`src/rtl/crossing_controller.sv`:
```
// rtl/crossing_controller.sv - pedestrian crossing sequencer (main-road and walk lamps)
// Tick-timed six-state sequence; all lamp outputs registered from the next state.
module crossing_controller #(
  parameter int T_GREEN_MIN = 6,
  parameter int T_YELLOW    = 2,
  parameter int T_ALLRED    = 1,
  parameter int T_WALK      = 5,
  parameter int T_FLASH     = 4,
  parameter int CNT_W       = 4
) (
  input  logic       clk,
  input  logic       sys_reset,
  input  logic       tick,
  input  logic       walkRegister_status,
  output logic       walkRegister_reset,
  output logic [2:0] main_light,
  output logic       walk_light,
  output logic       dont_walk_light,
  output logic [2:0] state_dbg
);

  typedef enum logic [2:0] {
    MAIN_GREEN  = 3'd0,
    MAIN_YELLOW = 3'd1,
    ALL_RED1    = 3'd2,
    WALK        = 3'd3,
    WALK_FLASH  = 3'd4,
    ALL_RED2    = 3'd5
  } state_t;

  state_t           state;
  state_t           state_next;
  logic [CNT_W-1:0] timer;
  logic [CNT_W-1:0] timer_next;
  logic [2:0]       main_next;
  logic             walk_next;
  logic             dont_walk_next;
  logic             clr_next;

  function automatic logic [CNT_W-1:0] load_val(input state_t s);
    logic [CNT_W-1:0] v;
    case (s)
      MAIN_GREEN:  v = CNT_W'(T_GREEN_MIN - 1);
      MAIN_YELLOW: v = CNT_W'(T_YELLOW - 1);
      ALL_RED1:    v = CNT_W'(T_ALLRED - 1);
      WALK:        v = CNT_W'(T_WALK - 1);
      WALK_FLASH:  v = CNT_W'(T_FLASH - 1);
      ALL_RED2:    v = CNT_W'(T_ALLRED - 1);
      default:     v = CNT_W'(T_GREEN_MIN - 1);
    endcase
    return v;
  endfunction

  function automatic state_t succ(input state_t s);
    state_t n;
    case (s)
      MAIN_GREEN:  n = MAIN_YELLOW;
      MAIN_YELLOW: n = ALL_RED1;
      ALL_RED1:    n = WALK;
      WALK:        n = WALK_FLASH;
      WALK_FLASH:  n = ALL_RED2;
      default:     n = MAIN_GREEN;
    endcase
    return n;
  endfunction

  always_comb begin
    state_next = state;
    timer_next = timer;
    case (state)
      MAIN_GREEN, MAIN_YELLOW, ALL_RED1, WALK, WALK_FLASH, ALL_RED2: begin
        if (tick) begin
          if (timer != '0) begin
            timer_next = timer - CNT_W'(1);
          end else if (state != MAIN_GREEN || walkRegister_status) begin
            state_next = succ(state);
            timer_next = load_val(succ(state));
          end
          // green with no request: timer parks at 0 so the next request exits on its tick
        end
      end
      default: begin
        state_next = MAIN_GREEN;
        timer_next = load_val(MAIN_GREEN);
      end
    endcase
  end

  always_comb begin
    main_next      = 3'b100;
    walk_next      = 1'b0;
    dont_walk_next = 1'b1;
    clr_next       = 1'b0;
    case (state_next)
      MAIN_GREEN:  main_next = 3'b001;
      MAIN_YELLOW: main_next = 3'b010;
      ALL_RED1:    main_next = 3'b100;
      WALK: begin
        walk_next      = 1'b1;
        dont_walk_next = 1'b0;
        clr_next       = (state != WALK);
      end
      WALK_FLASH: begin
        if (state == WALK_FLASH)
          dont_walk_next = tick ? ~dont_walk_light : dont_walk_light;
      end
      ALL_RED2:    main_next = 3'b100;
      default:     main_next = 3'b001;
    endcase
    // a lit WALK lamp always forces all-red and an unlit DON'T-WALK
    if (walk_next) begin
      main_next      = 3'b100;
      dont_walk_next = 1'b0;
    end
  end

  always_ff @(posedge clk or negedge sys_reset) begin
    if (!sys_reset) begin
      state              <= MAIN_GREEN;
      timer              <= CNT_W'(T_GREEN_MIN - 1);
      main_light         <= 3'b001;
      walk_light         <= 1'b0;
      dont_walk_light    <= 1'b1;
      walkRegister_reset <= 1'b0;
    end else begin
      state              <= state_next;
      timer              <= timer_next;
      main_light         <= main_next;
      walk_light         <= walk_next;
      dont_walk_light    <= dont_walk_next;
      walkRegister_reset <= clr_next;
    end
  end

  assign state_dbg = state;

endmodule

```
`config.mk`:
```
export PLATFORM = sky130hd
export DESIGN_NAME = crossing_controller
export DESIGN_NICKNAME = d
export VERILOG_FILES = /design/src/rtl/crossing_controller.sv
export SDC_FILE = /design/constraint.sdc
export NUM_CORES = 1
export LEC_CHECK = 0
export BUFFER_PORTS_ARGS = -buffer_cell sky130_fd_sc_hd__buf_2
export CORE_MARGIN = 2
export CORE_UTILIZATION = 52
export CTS_CLUSTER_SIZE = 30
export DETAILED_ROUTE_END_ITERATION = 6
export PLACE_DENSITY_LB_ADDON = 0.3
export SYNTH_ARGS = -nofsm -noshare
export SYNTH_HDL_FRONTEND = slang
export SYNTH_SLANG_ARGS = --single-unit
export TNS_END_PERCENT = 1
```
`constraint.sdc`:
```
create_clock -name clk -period 2.3 [get_ports clk]
set_clock_uncertainty 0.2 [all_clocks]
set_input_delay 0.345 -clock clk [delete_from_list [all_inputs] [get_ports clk]]
set_output_delay 0.345 -clock clk [all_outputs]
set_load 0.02 [all_outputs]
```
Word-level counts from Yosys, hierarchy flattened
Index checks and enable logic that the tools add are counted.
{ "word_totals": {"regBits": 13, "latch_bits": 0, "mem_bits_rw": 0, "mem_bits_ro": 0, "input_bits": 4, "memories": 0} }
{ "op_classes": {"addsub": 1, "multipliers": 0, "div": 0, "magnitude_cmp": 0, "n_eq_ne": 19, "shift": 0, "muxes": 22, "bitwise": 1, "n_reduce_logical": 8} }
{ "op_table": {"columns": ["cell", "n"], "rows": [
  ["$mux W3", 9],
  ["$eq A3 B2 Y1 const B", 6],
  ["$eq A3 B3 Y1 const B", 6],
  ["$mux W4", 4],
  ["$pmux W3 S5", 1],
  ["$pmux W3 S4", 1],
  ["$eq A3 B1 Y1 const B", 3],
  ["$pmux W3 S2", 1],
  ["$reduce_or A6 Y1", 1],
  ["$mux W1", 5],
  ["$ne A4 B4 Y1 const B", 1],
  ["$reduce_bool A4 Y1", 1],
  ["$reduce_or A4 Y1", 1],
  ["$sub A4 B1 Y4 const B", 1],
  ["$logic_not A3 Y1", 1],
  ["$ne A3 B2 Y1 const B", 1],
  ["$ne A3 B3 Y1 const B", 1],
  ["$reduce_bool A3 Y1", 1],
  ["$ne A2 B2 Y1 const B", 1],
  ["$pmux W1 S2", 1],
  ["$reduce_and A2 Y1", 1],
  ["$reduce_or A2 Y1", 1],
  ["$logic_or A1 B1 Y1", 1],
  ["$not A1 Y1", 1]
]} }

Logic depth before layout (Yosys ltp)
Gate-level depths: netlist of the first run.
{ "depth": {"ltp_word": 13, "depth_mapped": 7, "depth_no_buf": 6} }

Worst setup path after synthesis of the first run
OpenSTA, ideal clock, no wires.
{ "synth_path": {"kind": "register to register", "start": "reg timer[0]", "end": "reg timer[1]", "setup_time_ns": 0.087, "arrival_time_ns": 1.451, "required_time_ns": 2.013, "setup_slack_ns": 0.563, "path_stages_with_launch": 6, "period_less_slack_ns": 1.737, "cell_sequence": "dfstp_2 > inv_1 > ha_1 > nor3b_4 > mux2_4 > a211oi_2"} }
{ "synth_via": {"elab_chain_cells": 4, "elab_cells_between_ends": 7, "classes_between": "add/sub (1); eq/ne (1); mux (3); reduce/logical (2)"} }
{ "synth_lines": {"columns": ["element", "line", "text"], "rows": [
  ["start, declared", "33", "logic [CNT_W-1:0] timer;"],
  ["start signal, assigned", "120", "timer <= CNT_W'(T_GREEN_MIN - 1);"],
  ["start signal, assigned", "127", "timer <= timer_next;"],
  ["$sub A4 B1 Y4 or $reduce_bool A4 Y1 (tied branches)", "74, 73", null],
  ["$mux W4", "73", "if (timer != '0) begin"],
  ["$mux W4", "72", "if (tick) begin"],
  ["$mux W4", "70", "case (state)"]
]} }
Parallel ways exist; a longest one is shown, timed or not. The select of a mux whose other input is x is not followed.
A chain may end at the register's enable or synchronous reset.

Worst setup path after layout of the first run
{ "layout_path": {"start": "reg timer[1]", "end": "reg timer[1]"} }
Same word-level chain as after synthesis.

==> results of run 1 <==
## what timing repair did
item                      4_1_cts  5_1_grt
hold endpoints to repair       12        0
hold buffers                    1        0
gates resized for setup         0        0
setup buffers                   0        0
## worst max-delay path, cell delays in order (launching register included)
cell and delay, ps:
sky130_fd_sc_hd__dfrtp_1 400, sky130_fd_sc_hd__inv_1 60, sky130_fd_sc_hd__ha_1 220, sky130_fd_sc_hd__nor3b_4 350, sky130_fd_sc_hd__mux2_4 340, sky130_fd_sc_hd__a211oi_2 220
## through the flow
step | util | std cells
global placement | 0.613 | 101
global route | 0.642 | 106
CTS | 0.642 | 106
floorplan | - | 77
finish | 0.642 | 106
detailed placement | 0.613 | 101
## registers in the layout, summed over array words and instances (netlist names)
signal,cells
state_dbg,3
dont_walk_light,1
timer,4
walk_light,1
main_light,3
walkRegister_reset,1
## final timing paths
check | startpoint | to | slack (ps) | cells after the start
min in group asynchronous | sys_reset | state_dbg[1] | 270 | 2
max in group asynchronous | sys_reset | timer[2] | 1350 | 2
max | timer[1] | timer[1] | 410 | 5
min reg2reg | timer[0] | timer[0] | 330 | 2
max reg2reg | timer[1] | timer[1] | 410 | 5
min | tick | timer[1] | 210 | 2
## cell type report
class | count | area, um2
clock buffer | 3 | 22.5
fill | 116 | 472
inverter | 3 | 11.3
tap | 15 | 18.8
timing repair buffer | 15 | 85.1
sequential | 13 | 330
multi-input combinational | 56 | 373
clock inverter | 1 | 5.00
## placed cells by master (no fill, tap or decap), types with 2 or more instances in the layout
master                     netlist  final
sky130_fd_sc_hd__a21oi_1         6      6
sky130_fd_sc_hd__xnor2_1         2      2
sky130_fd_sc_hd__o21ai_1         3      3
sky130_fd_sc_hd__buf_4           0      2
sky130_fd_sc_hd__dfrtp_1         9      9
sky130_fd_sc_hd__nor3_1          6      6
sky130_fd_sc_hd__nand2b_1        3      3
sky130_fd_sc_hd__nand2_1         6      6
sky130_fd_sc_hd__inv_1           3      3
sky130_fd_sc_hd__a31oi_1         3      3
sky130_fd_sc_hd__nor2_1          7      7
sky130_fd_sc_hd__buf_2           3     12
sky130_fd_sc_hd__dfstp_2         4      4
sky130_fd_sc_hd__clkbuf_4        0      3
## power groups by stage
stage,Sequential (mW),Combinational [mW],Clock (mW)
after CTS,0.460,0.615,0.149
after floorplan,0.516,0.411,0
final,0.462,0.614,0.143
after global routing,0.476,0.668,0.164
after global placement,0.459,0.594,0
after detailed placement,0.464,0.612,0
## Yosys cell counts (all sizes together)
cell type,instances
a31oi,3
xnor2,2
nor3,6
inv,3
or2,1
dfrtp,9
nand2,6
a21oi,6
ha,1
nor3b,1
nand3b,1
o21ai,4
a211oi,1
dfstp,4
o2bb2ai,1
nor4,1
mux2i,1
buf,4
o211a,1
o22ai,1
nand2b,3
clkbuf,1
nor2b,1
xor2,1
o221a,1
nand4bb,1
nor2,7
nand3,1
mux2,1
and3,1
or2b,1
o211ai,1
## layer usage
layer  share of wire  global-route usage
met5               0                   0
met4           0.011               0.116
met3           0.034              0.0522
met2            0.48               0.253
met1            0.48               0.242
## logic make-up after synthesis
family / synth area share
AND/OR/NAND/NOR: 0.250
AO/OA/AOI/OAI: 0.170
flip-flops: 0.448
buffers and inverters: 0.0458
XOR/XNOR: 0.0357
multiplexers: 0.0340
adder cells (fa/ha/maj): 0.0170
==> qor.txt, run 1 <==
PLACED DESIGN
--------------------------------------------------------------------------------------
Weighted congestion at the end of routability-driven global placement            0.770
Total placed instance area                                                     808 um2
Number of I/O port buffers                                                          12
Hpwl dp                                                                         981 um
Post-Place Worst Slack                                                          455 ps

FLOORPLANNING
--------------------------------------------------------------------------------------
Chip height                                                                    41.6 um
Initial standard-cell utilization of the core                                    0.559
Core Footprint                                                                1320 um2
Cell row count                                                                      13
Horizontal die dimension                                                       41.6 um
Area of the die                                                               1730 um2
Number of placed I/O pins                                                           13

TIMING
--------------------------------------------------------------------------------------
Total negative slack for setup checks                                             0 ps
Final hold violation count                                                           0
Maximum achievable frequency                                                   530 MHz
Setup ws final                                                                  414 ps
Min Clock Period, post-route                                                   1890 ps
Number of setup violations in the final report                                       0
Worst Hold Slack                                                                208 ps
Transition time of the tightest slew-check pin                                  456 ps
Max Slew Vio Count                                                                   0
Setup repair after global routing missed its margin                              false
Share of the cycle needed by the critical path after routing                     0.820
Max-Slew Margin vs Limit                                                         0.696

GLOBAL ROUTING
--------------------------------------------------------------------------------------
Global routing usage summed across all routing layers                            0.181
Initial antenna violation count                                                      0
Global route overflow                                                                0
Largest net degree at the start of global routing                                   16
Number of global-route vias before repair                                          485
Global-route wire length before repair                                         2.28 mm

CLOCKING
--------------------------------------------------------------------------------------
Total clock buffers created by CTS                                                   3
CTS tree                                                                           yes
Worst-path clk slew                                                              80 ps
CTS root buffer                                                           sky130_fd_sc_hd__clkbuf_4
Max clock buf depth                                                                  2
Skew-Pair Late Insertion Delay                                                  280 ps
# clock sinks                                                                       13
Maximum level of the CTS H-tree                                                      1

SETUP PATH
--------------------------------------------------------------------------------------
Setup CP Type                                                               reg -> reg
Setup crit end kind                                                          flip-flop
Worst Path Max Fanout                                                                7
Data required time of the critical path                                        2290 ps
Arrival time of the worst setup path                                           1880 ps
CP Launch Type                                                               flip-flop

POWER
--------------------------------------------------------------------------------------
Cell-internal power                                                           0.698 mW
Psw                                                                           0.522 mW
Proportion of power drawn by the clock network                                   0.118
Portion of total power attributed to sequential cells                            0.379
Pwr Density                                                                1440 nW/um2
Leakage                                                                       0.379 nW
Total design power                                                             1.22 mW
Switch share                                                                     0.428
Combinational group share of total power                                         0.503
Peak supply drop                                                              0.714 mV

LOGIC SYNTHESIS
--------------------------------------------------------------------------------------
Number of distinct standard cells referenced by the synthesized netlist             34
Share of the yosys chip area belonging to registers                              0.448
Combined area of all synthesized cells                                         737 um2
Dominant cells by area after synthesis                                    sky130_fd_sc_hd__dfrtp_1 31%, sky130_fd_sc_hd__dfstp_2 14%, sky130_fd_sc_hd__a21oi_1 4.1%, sky130_fd_sc_hd__nor3_1 4.1%, sky130_fd_sc_hd__nor2_1 3.6%
Syn Area/Cell                                                                 9.57 um2
Synth Instances                                                                     77
Count of yosys warnings during synthesis                                             0
Total of flip-flops plus latches after synthesis                                    13
Number of nets produced by synthesis                                                82
Area fraction of the dominant cell type after synthesis                          0.306
Dominant cell type by area after synthesis                                sky130_fd_sc_hd__dfrtp_1

FINISH
--------------------------------------------------------------------------------------
Fraction of layout instances using a drive strength above 1                      0.308
Number of nets in the layout                                                        97
Area growth, synth to finish                                                     14.8%
Count of inserted antenna diode cells                                                0
Design area                                                                    846 um2

FLOW RUN
--------------------------------------------------------------------------------------
MaxCap Viol Count                                                                    0

DRT
--------------------------------------------------------------------------------------
Via count                                                                          585
First DRT Iteration DRCs                                                            17
Post-DR vias/cell                                                                 5.52
Final Routed Wirelength                                                        1.42 mm
Mean routed wirelength per cell                                                13.4 um
Routed Antenna Nets                                                                  0
1st-pass router iterations                                                           4
Remaining design rule violation count                                                0

RUN STATUS
--------------------------------------------------------------------------------------
Result of the run                                                         finished, final reports clean

MIN PATH
--------------------------------------------------------------------------------------
Tightest Hold Check Type                                                     in -> reg

(Power assumes the default switching activity.)
==> run 2: changes to the inputs <==
CORE_UTILIZATION = 47   (was 52)
clock period = 1.65 ns   (was 2.3 ns; I/O delays follow)
==> run 2 against run 1 <==
  * Non-clock buffer count up 8
  * Flip-flop and latch count is the same
  * Largest power group unchanged
  * Via count is 7.7% higher
  * Critical path depth is the same
  * Global-route usage is 0.76 points higher
  * Final cell count rose by 8.5%
  * Sequential share of layout area is 3.2 points lower
  * Highest routed layer unchanged
  * Worst hold slack lost 91 ps
  * Setup slack got worse by 460 ps
  * Largest cell class unchanged
  * Register-to-register slack worse by 460 ps
  * Combinational power up 71%
  * Design area grew 9.0%
  * The flow now finishes with violations (negative setup slack)
==> qor.txt, run 2 (synthesis gave the netlist of run 1 again) <==
GLOBAL ROUTING
------------------------------------------------------------------------------------
Number of global-route vias before repair                                        554   was 485
Global-route wire length before repair                                       2.56 mm   was 2.28 mm
Global routing usage summed across all routing layers                          0.189   was 0.181
Initial antenna violation count                                                    0   unchanged
Global route overflow                                                              0   unchanged
Largest net degree at the start of global routing                                 15   was 16

TIMING
------------------------------------------------------------------------------------
Worst Hold Slack                                                              117 ps   was 208 ps
Min Clock Period, post-route                                                 1700 ps   was 1890 ps
Transition time of the tightest slew-check pin                                328 ps   was 456 ps
Maximum achievable frequency                                                 589 MHz   was 530 MHz
Number of setup violations in the final report                                     4   was 0
Setup repair after global routing missed its margin                             true   was false
Max Slew Vio Count                                                                 0   unchanged
Final hold violation count                                                         0   unchanged
Setup ws final                                                              -47.5 ps   was 414 ps
Max-Slew Margin vs Limit                                                       0.781   was 0.696
Share of the cycle needed by the critical path after routing                    1.03   was 0.820

FINISH
------------------------------------------------------------------------------------
Design area                                                                  922 um2   was 846 um2
Commonest cells after routing, fill and taps aside                      12 x sky130_fd_sc_hd__buf_2, 9 x sky130_fd_sc_hd__dfrtp_1, 9 x sky130_fd_sc_hd__buf_4, 7 x sky130_fd_sc_hd__nor2_1   was 12 x sky130_fd_sc_hd__buf_2, 9 x sky130_fd_sc_hd__dfrtp_1, 7 x sky130_fd_sc_hd__nor2_1
Leading cell type in the layout, fill and taps excluded                 sky130_fd_sc_hd__buf_2   unchanged
Area growth, synth to finish                                                   25.1%   was 14.8%
Final Non-Filler Cells                                                           115   was 106
Largest Register                                                               timer   unchanged
Count of inserted antenna diode cells                                              0   unchanged
Number of flip-flops in the largest register                                       4   unchanged
Fillers                                                                          126   was 116
Fraction of layout instances using a drive strength above 1                    0.384   was 0.308
Number of nets in the layout                                                     105   was 97

SETUP PATH
------------------------------------------------------------------------------------
Setup crit end kind                                                        flip-flop   unchanged
Arrival time of the worst setup path                                         1690 ps   was 1880 ps
Slack of the worst reg-to-reg path                                            -50 ps   was 410 ps
Delay contributed by the slowest stage of the critical path                   390 ps   was 400 ps
Setup CP Type                                                             reg -> reg   unchanged
Data required time of the critical path                                      1650 ps   was 2290 ps
Worst Path Max Fanout                                                              7   unchanged
List of cells traversed by the critical path                            inv_2, ha_4, nor3b_4, mux2_4, a211oi_2   was inv_1, ha_1, nor3b_4, mux2_4, a211oi_2
Master of the slowest instance on the critical path                     sky130_fd_sc_hd__dfrtp_1   unchanged
CP Launch Type                                                             flip-flop   unchanged

FLOORPLANNING
------------------------------------------------------------------------------------
Core Footprint                                                              1490 um2   was 1320 um2
Area of the die                                                             1900 um2   was 1730 um2
Chip height                                                                  43.6 um   was 41.6 um
Horizontal die dimension                                                     43.6 um   was 41.6 um
Cell row count                                                                    14   was 13
Number of placed I/O pins                                                         13   unchanged
Initial standard-cell utilization of the core                                  0.495   was 0.559

POWER
------------------------------------------------------------------------------------
Proportion of power drawn by the clock network                                 0.108   was 0.118
Combinational group share of total power                                       0.569   was 0.503
Leakage                                                                     0.414 nW   was 0.379 nW
Portion of total power attributed to sequential cells                          0.323   was 0.379
Peak supply drop                                                             1.22 mV   was 0.714 mV
Cell-internal power                                                          1.09 mW   was 0.698 mW
Pwr Density                                                              2010 nW/um2   was 1440 nW/um2
Switch share                                                                   0.409   was 0.428
Psw                                                                         0.756 mW   was 0.522 mW
Total design power                                                           1.85 mW   was 1.22 mW

CLOCKING
------------------------------------------------------------------------------------
Maximum level of the CTS H-tree                                                    1   unchanged
Skew-Pair Late Insertion Delay                                                270 ps   was 280 ps
Worst-path clk slew                                                            80 ps   about the same
Max clock buf depth                                                                2   unchanged
CTS root buffer                                                         sky130_fd_sc_hd__clkbuf_4   unchanged
Total clock buffers created by CTS                                                 3   unchanged
# clock sinks                                                                     13   unchanged
CTS tree                                                                         yes   unchanged

RUN STATUS
------------------------------------------------------------------------------------
Result of the run                                                       finished with violations   was finished, final reports clean
Failing checks                                                          negative setup slack

DRT
------------------------------------------------------------------------------------
Post-DR vias/cell                                                               5.48   was 5.52
1st-pass router iterations                                                         4   unchanged
Final Routed Wirelength                                                      1.51 mm   was 1.42 mm
First DRT Iteration DRCs                                                          12   was 17
Mean routed wirelength per cell                                              13.1 um   was 13.4 um
Via count                                                                        630   was 585
Remaining design rule violation count                                              0   unchanged
Routed Antenna Nets                                                                0   unchanged

MIN PATH
------------------------------------------------------------------------------------
Tightest Hold Check Type                                                   in -> reg   unchanged

PLACED DESIGN
------------------------------------------------------------------------------------
Hpwl dp                                                                      1.13 mm   was 981 um
Total placed instance area                                                   872 um2   was 808 um2
DP Cell Count                                                                    110   was 101
Weighted congestion at the end of routability-driven global placement          0.778   was 0.770
Number of I/O port buffers                                                        12   unchanged

FLOW RUN
------------------------------------------------------------------------------------
MaxCap Viol Count                                                                  0   unchanged

run 2: cell types whose count changed in the layout (fill, tap and decap cells not counted), sizes merged:
cell / previous run / this run
clkbuf: 3 / 4
buf: 14 / 22
clkinv: 1 / 0
run 2: layer usage:
metal  up-vias  track usage  share of wire
li1        320            -              -
met1       292        0.245           0.48
met2        16        0.291           0.47
met3         2       0.0625          0.042
met4         0       0.0727         0.0086
met5         -            0              0
run 2: power groups by stage:
stage          registers [mW]  clock network (mW)  logic, mW
2_1_floorplan           0.719                   0      0.578
3_3_place_gp            0.591                   0      0.999
3_5_place_dp            0.600                   0       1.01
4_1_cts                 0.599               0.206       1.05
5_1_grt                 0.610               0.229       1.15
6_report                0.598               0.199       1.05
run 2: layout make-up:
| cell class | count | area [um2] | share of cell area |
|---|---|---|---|
| multi-input cells | 56 | 385 | 0.418 |
| flip-flops and latches | 13 | 330 | 0.358 |
| repair buffers | 23 | 149 | 0.161 |
| clock buffers | 4 | 26.3 | 0.0285 |
| well taps | 16 | 20.0 | 0.0217 |
| inverters | 3 | 11.3 | 0.0122 |
run 2: critical path, delay by kind of cell (launching register included):
family / cells / cell delay [ps]
flops: 1 / 390
mux: 1 / 340
simple gates: 1 / 320
compound gates: 1 / 170
fa+ha+maj: 1 / 130
buf+inv: 1 / 70
run 2: final timing paths:
kind                                 from      endpoint  cells after the start
worst max-delay path             timer[1]      timer[1]                      5
worst min-delay path                 tick      timer[2]                      3
worst max register to register   timer[1]      timer[1]                      5
worst min register to register   timer[2]      timer[2]                      1
max in group asynchronous       sys_reset      timer[0]                      2
min in group asynchronous       sys_reset  state_dbg[1]                      2
run 2: timing repair:
item | CTS | global route
pin swaps | 0 | 2
hold buffers | 1 | 0
gates cloned | 0 | 0
endpoints found under the setup margin | 5 | 7
setup buffers | 0 | 0
hold endpoints to repair | 13 | 0
resized for setup | 3 | 1
run 2: metrics by stage:
stage               setup TNS, ps  worst slack (ps)  utilization
floorplan                   -12.5             -12.5            -
global placement             -151             -49.1        0.586
detailed placement           -211             -74.4        0.586
CTS                         -82.8             -50.1        0.617
global route                 -583              -151        0.619
finish                      -92.0             -47.5        0.619
